## src/rtl/fetch_queue_if.sv

```systemverilog
// Bundle between fetch/control (master) and the fetch queue (slave).
interface fetch_queue_if #(
  parameter int DEPTH = 8,
  parameter int XLEN  = 32
);
  localparam int CW = $clog2(DEPTH) + 1;

  logic            push_valid;
  logic            push2_valid;
  logic [XLEN-1:0] push_instr1;
  logic [XLEN-1:0] push_instr2;
  logic [XLEN-1:0] push_pc;
  logic            fifo_stall;
  logic            fifo_rst;
  logic            fifo_full;
  logic            out1_valid;
  logic            out2_valid;
  logic [XLEN-1:0] out1_instr;
  logic [XLEN-1:0] out2_instr;
  logic [XLEN-1:0] out1_pc;
  logic [XLEN-1:0] out2_pc;
  logic [CW-1:0]   count;

  modport master (
    output push_valid, push2_valid, push_instr1, push_instr2, push_pc,
           fifo_stall, fifo_rst,
    input  fifo_full, out1_valid, out2_valid, out1_instr, out2_instr,
           out1_pc, out2_pc, count
  );

  modport slave (
    input  push_valid, push2_valid, push_instr1, push_instr2, push_pc,
           fifo_stall, fifo_rst,
    output fifo_full, out1_valid, out2_valid, out1_instr, out2_instr,
           out1_pc, out2_pc, count
  );
endinterface

```

## src/rtl/fetch_queue.sv

```systemverilog
// Dual-issue instruction fetch queue: up to two pushes and two pops per cycle,
// circular buffer of {instr, pc}, validity tracked only by the occupancy count.
module fetch_queue #(
  parameter int DEPTH = 8,
  parameter int XLEN  = 32
) (
  input  logic         clk,
  input  logic         rst_n,
  fetch_queue_if.slave fq
);
  localparam int AW = $clog2(DEPTH);
  localparam int CW = AW + 1;

  logic [XLEN-1:0] instr_mem_q [DEPTH];
  logic [XLEN-1:0] pc_mem_q    [DEPTH];

  logic [AW-1:0] rd_ptr_q, rd_ptr_d;
  logic [AW-1:0] wr_ptr_q, wr_ptr_d;
  logic [CW-1:0] count_q, count_d;
  logic [AW-1:0] rd_ptr_p1, wr_ptr_p1;
  logic [1:0]    push_n, pop_n;
  logic          full;

  assign rd_ptr_p1 = rd_ptr_q + AW'(1);
  assign wr_ptr_p1 = wr_ptr_q + AW'(1);
  assign full      = (CW'(DEPTH) - count_q) < CW'(2);

  always_comb begin
    push_n = 2'd0;
    if (fq.push_valid && !full && !fq.fifo_rst)
      push_n = fq.push2_valid ? 2'd2 : 2'd1;
  end

  // Decode takes everything it is shown unless stalled.
  always_comb begin
    pop_n = 2'd0;
    if (!fq.fifo_stall && !fq.fifo_rst)
      pop_n = (count_q >= CW'(2)) ? 2'd2 : {1'b0, count_q[0]};
  end

  always_comb begin
    rd_ptr_d = rd_ptr_q + AW'(pop_n);
    wr_ptr_d = wr_ptr_q + AW'(push_n);
    count_d  = count_q + CW'(push_n) - CW'(pop_n);
    if (fq.fifo_rst) begin
      rd_ptr_d = '0;
      wr_ptr_d = '0;
      count_d  = '0;
    end
  end

  always_ff @(posedge clk or negedge rst_n) begin
    if (!rst_n) begin
      rd_ptr_q <= '0;
      wr_ptr_q <= '0;
      count_q  <= '0;
    end else begin
      rd_ptr_q <= rd_ptr_d;
      wr_ptr_q <= wr_ptr_d;
      count_q  <= count_d;
    end
  end

  // Storage is never cleared; stale entries are masked by count.
  always_ff @(posedge clk) begin
    if (push_n != 2'd0) begin
      instr_mem_q[wr_ptr_q] <= fq.push_instr1;
      pc_mem_q[wr_ptr_q]    <= fq.push_pc;
    end
    if (push_n == 2'd2) begin
      instr_mem_q[wr_ptr_p1] <= fq.push_instr2;
      pc_mem_q[wr_ptr_p1]    <= fq.push_pc + XLEN'(4);
    end
  end

  assign fq.fifo_full  = full;
  assign fq.count      = count_q;
  assign fq.out1_valid = count_q >= CW'(1);
  assign fq.out2_valid = count_q >= CW'(2);
  assign fq.out1_instr = instr_mem_q[rd_ptr_q];
  assign fq.out1_pc    = pc_mem_q[rd_ptr_q];
  assign fq.out2_instr = instr_mem_q[rd_ptr_p1];
  assign fq.out2_pc    = pc_mem_q[rd_ptr_p1];
endmodule
```

## src/flat_wrapper.sv

```systemverilog
// flat-port wrapper written by rule: the top's interface ports become plain ports
module fetch_queue_flat 
#(
  parameter int DEPTH = 8,
  parameter int XLEN  = 32
)
  (clk, rst_n, fq_push_valid, fq_push2_valid, fq_push_instr1, fq_push_instr2, fq_push_pc, fq_fifo_stall, fq_fifo_rst, fq_fifo_full, fq_out1_valid, fq_out2_valid, fq_out1_instr, fq_out2_instr, fq_out1_pc, fq_out2_pc, fq_count);
  fetch_queue_if #(.DEPTH(DEPTH), .XLEN(XLEN)) fq_i ();
  input  logic clk;
  input  logic rst_n;
  input wire logic [$bits(fq_i.push_valid)-1:0] fq_push_valid;
  input wire logic [$bits(fq_i.push2_valid)-1:0] fq_push2_valid;
  input wire logic [$bits(fq_i.push_instr1)-1:0] fq_push_instr1;
  input wire logic [$bits(fq_i.push_instr2)-1:0] fq_push_instr2;
  input wire logic [$bits(fq_i.push_pc)-1:0] fq_push_pc;
  input wire logic [$bits(fq_i.fifo_stall)-1:0] fq_fifo_stall;
  input wire logic [$bits(fq_i.fifo_rst)-1:0] fq_fifo_rst;
  output wire logic [$bits(fq_i.fifo_full)-1:0] fq_fifo_full;
  output wire logic [$bits(fq_i.out1_valid)-1:0] fq_out1_valid;
  output wire logic [$bits(fq_i.out2_valid)-1:0] fq_out2_valid;
  output wire logic [$bits(fq_i.out1_instr)-1:0] fq_out1_instr;
  output wire logic [$bits(fq_i.out2_instr)-1:0] fq_out2_instr;
  output wire logic [$bits(fq_i.out1_pc)-1:0] fq_out1_pc;
  output wire logic [$bits(fq_i.out2_pc)-1:0] fq_out2_pc;
  output wire logic [$bits(fq_i.count)-1:0] fq_count;
  assign fq_i.push_valid = fq_push_valid;
  assign fq_i.push2_valid = fq_push2_valid;
  assign fq_i.push_instr1 = fq_push_instr1;
  assign fq_i.push_instr2 = fq_push_instr2;
  assign fq_i.push_pc = fq_push_pc;
  assign fq_i.fifo_stall = fq_fifo_stall;
  assign fq_i.fifo_rst = fq_fifo_rst;
  assign fq_fifo_full = fq_i.fifo_full;
  assign fq_out1_valid = fq_i.out1_valid;
  assign fq_out2_valid = fq_i.out2_valid;
  assign fq_out1_instr = fq_i.out1_instr;
  assign fq_out2_instr = fq_i.out2_instr;
  assign fq_out1_pc = fq_i.out1_pc;
  assign fq_out2_pc = fq_i.out2_pc;
  assign fq_count = fq_i.count;
  fetch_queue #(.DEPTH(DEPTH), .XLEN(XLEN)) u_core (.clk(clk), .rst_n(rst_n), .fq(fq_i));
endmodule
```

## config.mk

```make
export PLATFORM = sky130hd
export DESIGN_NAME = fetch_queue_flat
export DESIGN_NICKNAME = d
export VERILOG_FILES = /design/src/rtl/fetch_queue_if.sv /design/src/rtl/fetch_queue.sv /design/src/flat_wrapper.sv
export SDC_FILE = /design/constraint.sdc
export NUM_CORES = 1
export LEC_CHECK = 0
export CAP_MARGIN = 20
export CORE_UTILIZATION = 54
export DETAILED_ROUTE_END_ITERATION = 8
export GPL_TIMING_DRIVEN = 0
export PLACE_DENSITY = 0.78
export SYNTH_ARGS = -nofsm -noshare
export SYNTH_HDL_FRONTEND = slang
export SYNTH_SLANG_ARGS = --single-unit
export TNS_END_PERCENT = 100
```

## constraint.sdc

```tcl
create_clock -name clk -period 5.2 [get_ports clk]
set_input_delay 1.04 -clock clk [delete_from_list [all_inputs] [get_ports clk]]
set_output_delay 1.04 -clock clk [all_outputs]
set_load 0.005 [all_outputs]
```

==> flow_metrics.env, run 1 <==
export IMPL_fin_worst_skew_ns=0.02634
export IMPL_grt_pass1_wl_um=137600
export IMPL_grt_max_degree=25
export IMPL_vias_per_cell=6.728
export IMPL_synthTopCellsByArea="edfxtp_1, mux4_2, mux2_2"
export IMPL_dr_pass1_iters=5
export IMPL_hold_ws_ns=0.7227
export IMPL_antenna_left=0
export IMPL_combPwrFrac=0.301
export IMPL_clkPwrFrac=0.329
export IMPL_ys_flop_type="edfxtp_1"
export IMPL_final_layout_size_suffix_gt1_frac=0.3818
export IMPL_dp_hpwl_um=63670
export IMPL_cts_sinks=522
export IMPL_cts_buffers=57
export IMPL_fin_nets=2415
export IMPL_drc=0
export IMPL_grt_use_total=0.3288
export IMPL_antenna_found_initial=8
export IMPL_max_stage_delay_ns=0.69
export IMPL_grt_setup_unrepaired="no"
export IMPL_p_per_area_mw_per_mm2=367.0
export IMPL_core_mm2=0.05650
export IMPL_drt_iter0_markers=2533
export IMPL_via_count=20918
export IMPL_synth_edf_count=512
export IMPL_syn_area_per_cell_um2=15.63
export IMPL_tightestPinTransition_ns=1.111
export IMPL_fin_ws_ns=0.08657
export IMPL_peakVddDrop_mv=0.3230
export IMPL_io_pins=237
export IMPL_totalWireLength_um=95000
export IMPL_dpl_worst_slack_ns=0.05211
export IMPL_die_area_mm2=0.05820
export IMPL_seq_area_frac_synth=0.5055
export IMPL_power_frac_seq=0.369
export IMPL_yosysTopAreaCellShare=0.4974
export IMPL_tns_ns=0
export IMPL_p_leak_nw=11.49
export IMPL_fmax_mhz=195.6
export IMPL_cts_tree="done"
export IMPL_cap_violations=0
export IMPL_die_h_um=241.2
export IMPL_crit_path_max_fanout=10
export IMPL_swShare=0.2925
export IMPL_setup_viol=0
export IMPL_worstSetupStartpointType="flop"
export IMPL_start_util=0.5471
export IMPL_insertion_delay_ns=0.65
export IMPL_total_power_mw=13.60
export IMPL_clk_pin_slew_ns=0.06
export IMPL_port_buffers=223
export IMPL_h_tree_depth=2
export IMPL_ys_ff_latch=522
export IMPL_clock_path_buffers=3
export IMPL_syn_cell_area_mm2=0.03091
export IMPL_crit_slowest_cell="buf_1"
export IMPL_yosysTopAreaCell="edfxtp_1"
export IMPL_path_cells="clkbuf_2 > clkbuf_1 > buf_1 > mux4_2 > mux2_2 > clkdlybuf4s50_1"
export IMPL_hold_buffers=0
export IMPL_die_w_um=241.2
export IMPL_min_period_ns=5.113
export IMPL_slew_headroom=0.2597
export IMPL_avgRoutedWirePerCell_um=30.56
export IMPL_synth_nets=2097
export IMPL_row_count=87
export IMPL_final_max_slew_viol_count=0
export IMPL_gp_congestion=0.8581
export IMPL_synthArstFlopShare=0.01916
export IMPL_grt_overflow=0
export IMPL_switchingPower_mw=3.978
export IMPL_critical_path_arrival_ns=4.07
export IMPL_cp_top_family="buffers and inverters"
export IMPL_hold_viol=0
export IMPL_area_growth_pct=19.89
export IMPL_crit_buf_inv=4
export IMPL_crit_required_ns=4.16
export IMPL_p_int_mw=9.623
export IMPL_end_kind="output port"
export IMPL_ys_types=39
export IMPL_yosysWarningCount=0
export IMPL_synthCells=1978
export IMPL_outcome="completed"
export IMPL_hold_class="flop to flop"
export IMPL_grt_pass1_vias=21548
export IMPL_root_buffer="clkbuf_16"
export IMPL_critPathKind="flop to output port"
export IMPL_period_share=0.9834
[worst reg2reg max path: cells and delay by family, from the launching register on]
family	cells	cell delay (ns)
buffers and inverters	4	1.82
and+or+nand+nor	2	0.77
adders and majority gates	1	0.40
DFF	1	0.46
AOI/OAI and AO/OA	1	0.80
[layout make-up]
class / count / area (µm²)
multi-input combinational: 1254 / 14530
fill: 3882 / 19440
tap: 756 / 945.9
sequential: 522 / 15630
buffer: 190 / 865.8
inverter: 12 / 45.04
clock buffer: 61 / 1441
antenna: 9 / 22.52
clock inverter: 46 / 600.6
timing repair buffer: 259 / 2980
[per-stage QoR]
step | instance area, µm² | instances | utilization
2_1_floorplan | 30920 | 1978 | -
3_3_place_gp | 34100 | 2957 | 0.6036
3_5_place_dp | 34850 | 2988 | 0.6168
4_1_cts | 36950 | 3095 | 0.6541
5_1_grt | 37040 | 3105 | 0.6557
6_report | 37050 | 3109 | 0.6559
[logic make-up after synthesis]
kind of cell    Yosys count  share of synthesized area
mux                     649                     0.3297
flops                   522                     0.5055
simple gates            334                    0.05761
xor+xnor                239                    0.06773
buf+inv                 202                    0.02728
fa+ha+maj                17                   0.007854
compound gates           15                   0.004291
[path summary, 6_finish.rpt]
| path | from | to | slack [ns] | depth (start not counted) |
|---|---|---|---|---|
| worst max-delay path | u_core.rd_ptr_q[1] | fq_out1_pc[4] | 0.09 | 6 |
| worst min-delay path | u_core.rd_ptr_q[0] | u_core.rd_ptr_q[0] | 0.72 | 2 |
| worst max register to register | u_core.wr_ptr_q[1] | u_core.instr_mem_q[5][19] | 0.65 | 8 |
| worst min register to register | u_core.rd_ptr_q[0] | u_core.rd_ptr_q[0] | 0.72 | 2 |
| max in group asynchronous | rst_n | u_core.wr_ptr_q[1] | 4.12 | 1 |
| min in group asynchronous | rst_n | u_core.fq.count[3] | 0.74 | 1 |
[registers in the layout, indices dropped and copies added (netlist names)]
name and flops:
u_core.fq.count 4, u_core.wr_ptr_q 3, u_core.instr_mem_q 256, u_core.rd_ptr_q 3
u_core.pc_mem_q 256
[placed cells by master, fill, tap and decap left out, types with 15 or more instances in the layout]
| master | instances |
|---|---|
| buf_1 | 30 |
| nor2_1 | 17 |
| clkdlybuf4s50_1 | 223 |
| mux2_2 | 392 |
| xnor2_1 | 236 |
| clkbuf_16 | 57 |
| nand2_1 | 21 |
| clkinv_2 | 15 |
| mux4_2 | 256 |
| edfxtp_1 | 512 |
| clkbuf_2 | 17 |
| clkbuf_1 | 72 |
| nand3_1 | 227 |
| buf_2 | 69 |
[power groups by stage]
stage                     registers, mW  clock network (mW)  logic, mW
after floorplan                    5.09                   0       2.18
after global placement             5.14                   0       3.83
after detailed placement           5.11                   0       4.02
after CTS                          5.02                4.48       4.05
after global routing               5.04                4.63       4.27
final                              5.02                4.48       4.09
[cells in the mapped netlist (7+ instances only)]
master	n
inv_1	12
buf_1	41
nand3_1	227
nor2b_1	7
edfxtp_1	512
ha_1	13
nand4_1	12
clkbuf_1	81
mux2_2	392
mux4_2	256
buf_2	67
nor2_1	21
xnor2_1	236
dfrtp_1	10
and3_1	11
a21oi_1	7
nand2_1	21
[per-layer routing]
layer	track usage	vias up	wire length, µm
li1	-	8517	-
met1	0.4204	10611	33380
met2	0.5476	1504	47200
met3	0.06472	282	10310
met4	0.1429	4	4085
met5	0	-	24
[timing repair]
item                                    4_1_cts  5_1_grt
endpoints found under the setup margin      128       46
pin swaps                                     0        0
resized for setup                            25       10
setup buffers                                 0        0
No activity file was read; power rests on OpenSTA's default activity.
==> inputs of run 2 (changes only) <==
CORE_UTILIZATION = 43   (was 54)
PLACE_DENSITY = unset   (was 0.78)
==> flow_metrics.env, run 2 (synthesis gave the netlist of run 1 again) <==
export IMPL_worstHoldStart="u_core.wr_ptr_q[0]"
export IMPL_setup_viol=0
export IMPL_total_power_mw=13.25
export IMPL_core_mm2=0.07064
export IMPL_grt_setup_unrepaired="no"
export IMPL_place_inst=3187
export IMPL_io_pins=237
export IMPL_dp_hpwl_um=70190
export IMPL_final_util=0.5288
export IMPL_die_area_mm2=0.07295
export IMPL_antenna_found_initial=7
export IMPL_totalWireLength_um=101800
export IMPL_crit_required_ns=4.16
export IMPL_grt_overflow=0
export IMPL_fin_nets=2432
export IMPL_clock_path_buffers=3
export IMPL_die_h_um=270.1
export IMPL_row_count=97
export IMPL_grt_use_total=0.2780
export IMPL_h_tree_depth=2
export IMPL_cap_violations=0
export IMPL_fmax_mhz=197.2
export IMPL_slew_headroom=0.2294
export IMPL_vias_per_cell=6.172
export IMPL_hold_viol=0
export IMPL_insertion_delay_ns=0.64
export IMPL_critPathKind="flop to output port"
export IMPL_port_buffers=223
export IMPL_final_cell_count_no_fill=3297
export IMPL_r2r_start="u_core.wr_ptr_q[1]"
export IMPL_min_period_ns=5.071
export IMPL_fin_worst_skew_ns=0.03255
export IMPL_grt_max_degree=22
export IMPL_critical_path_arrival_ns=4.03
export IMPL_final_max_slew_viol_count=0
export IMPL_max_stage_delay_ns=0.68
export IMPL_area_growth_pct=20.84
export IMPL_antenna_left=0
export IMPL_via_count=20349
export IMPL_cp_startpoint="u_core.rd_ptr_q[1]"
export IMPL_drt_iter0_markers=2271
export IMPL_period_share=0.9752
export IMPL_cts_sinks=522
export IMPL_p_per_area_mw_per_mm2=354.7
export IMPL_grt_pass1_vias=21349
export IMPL_die_w_um=270.1
export IMPL_crit_slowest_cell="buf_1"
export IMPL_outcome="completed"
export IMPL_final_cell_mix="edfxtp_1, mux2_2, mux4_2"
export IMPL_avgRoutedWirePerCell_um=30.87
export IMPL_drc=0
export IMPL_clk_pin_slew_ns=0.06
export IMPL_tightestPinTransition_ns=1.156
export IMPL_hold_buffers=0
export IMPL_post_cts_buffers=0
export IMPL_hold_class="flop to flop"
export IMPL_path_cells="ha_1 > clkbuf_2 > buf_2 > buf_1 > mux4_2 > mux2_2 > clkdlybuf4s50_1"
export IMPL_crit_path_max_fanout=10
export IMPL_final_common_cell="edfxtp_1"
export IMPL_final_layout_size_suffix_gt1_frac=0.3800
export IMPL_p_leak_nw=11.51
export IMPL_grt_pass1_wl_um=146600
export IMPL_dr_pass1_iters=5
export IMPL_cts_tree="done"
export IMPL_end_kind="output port"
export IMPL_start_util=0.4376
export IMPL_peakVddDrop_mv=0.2366
export IMPL_r2r_slack_ns=0.56
export IMPL_gp_congestion=0.8178
export IMPL_worstSetupStartpointType="flop"
export IMPL_root_buffer="clkbuf_16"
export IMPL_cts_buffers=58
## run 2: layer usage
metal / GRT usage / vias up / part of all wire
met5: 0 / - / 0.00047
met4: 0.09898 / 10 / 0.034
met3: 0.04730 / 210 / 0.079
met2: 0.4792 / 927 / 0.51
met1: 0.3519 / 10680 / 0.38
li1: - / 8522 / -
## run 2: what timing repair did
item	4_1_cts	5_1_grt
hold endpoints to repair	0	0
pin swaps	0	0
endpoints found under the setup margin	128	104
cloned	0	0
gates resized for setup	14	19
## run 2: worst max-delay path, delay by kind of cell (launching register included)
| family | cells | cell delay, ns |
|---|---|---|
| DFF | 1 | 0.44 |
| adders and majority gates | 1 | 0.32 |
| buffers and inverters | 4 | 1.94 |
| muxes | 2 | 0.72 |
## run 2: final timing paths
path                            depth (start not counted)                   endpoint
worst min-delay path                                    2         u_core.wr_ptr_q[0]
min in group asynchronous                               1         u_core.fq.count[2]
worst min register to register                          2         u_core.wr_ptr_q[0]
worst max register to register                         10  u_core.instr_mem_q[5][22]
max in group asynchronous                               1         u_core.rd_ptr_q[2]
worst max-delay path                                    7           fq_out2_instr[2]
## run 2: metrics by stage
step	TNS, ns	setup WS (ns)	area [µm²]	hold WS, ns
detailed placement	-0.2353	-0.05544	35410	0.7158
global route	0	0.003475	37350	0.7653
CTS	-17.56	-0.2500	37240	0.7384
global placement	-1688.88	-4.440	34330	0.6893
floorplan	0	0.2962	30920	0.6124
finish	0	0.1288	37350	0.7319
## run 2: final cells by class
cell class	instances	area, µm²
clock buffers	65	1478
repair buffers	275	3332
fillers	5864	33290
multi-input cells	1254	14520
diodes	2	5.005
well taps	940	1176
clock inverters	37	325.3
flip-flops and latches	522	15630
inverters	12	45.04
plain buffers	190	842.1
## run 2: where the power goes
part	switching [mW]	leakage, nW	internal, mW
Combinational	2.11	5.87	2.10
Clock	1.74	0.877	2.28
Sequential	0.112	4.77	4.91
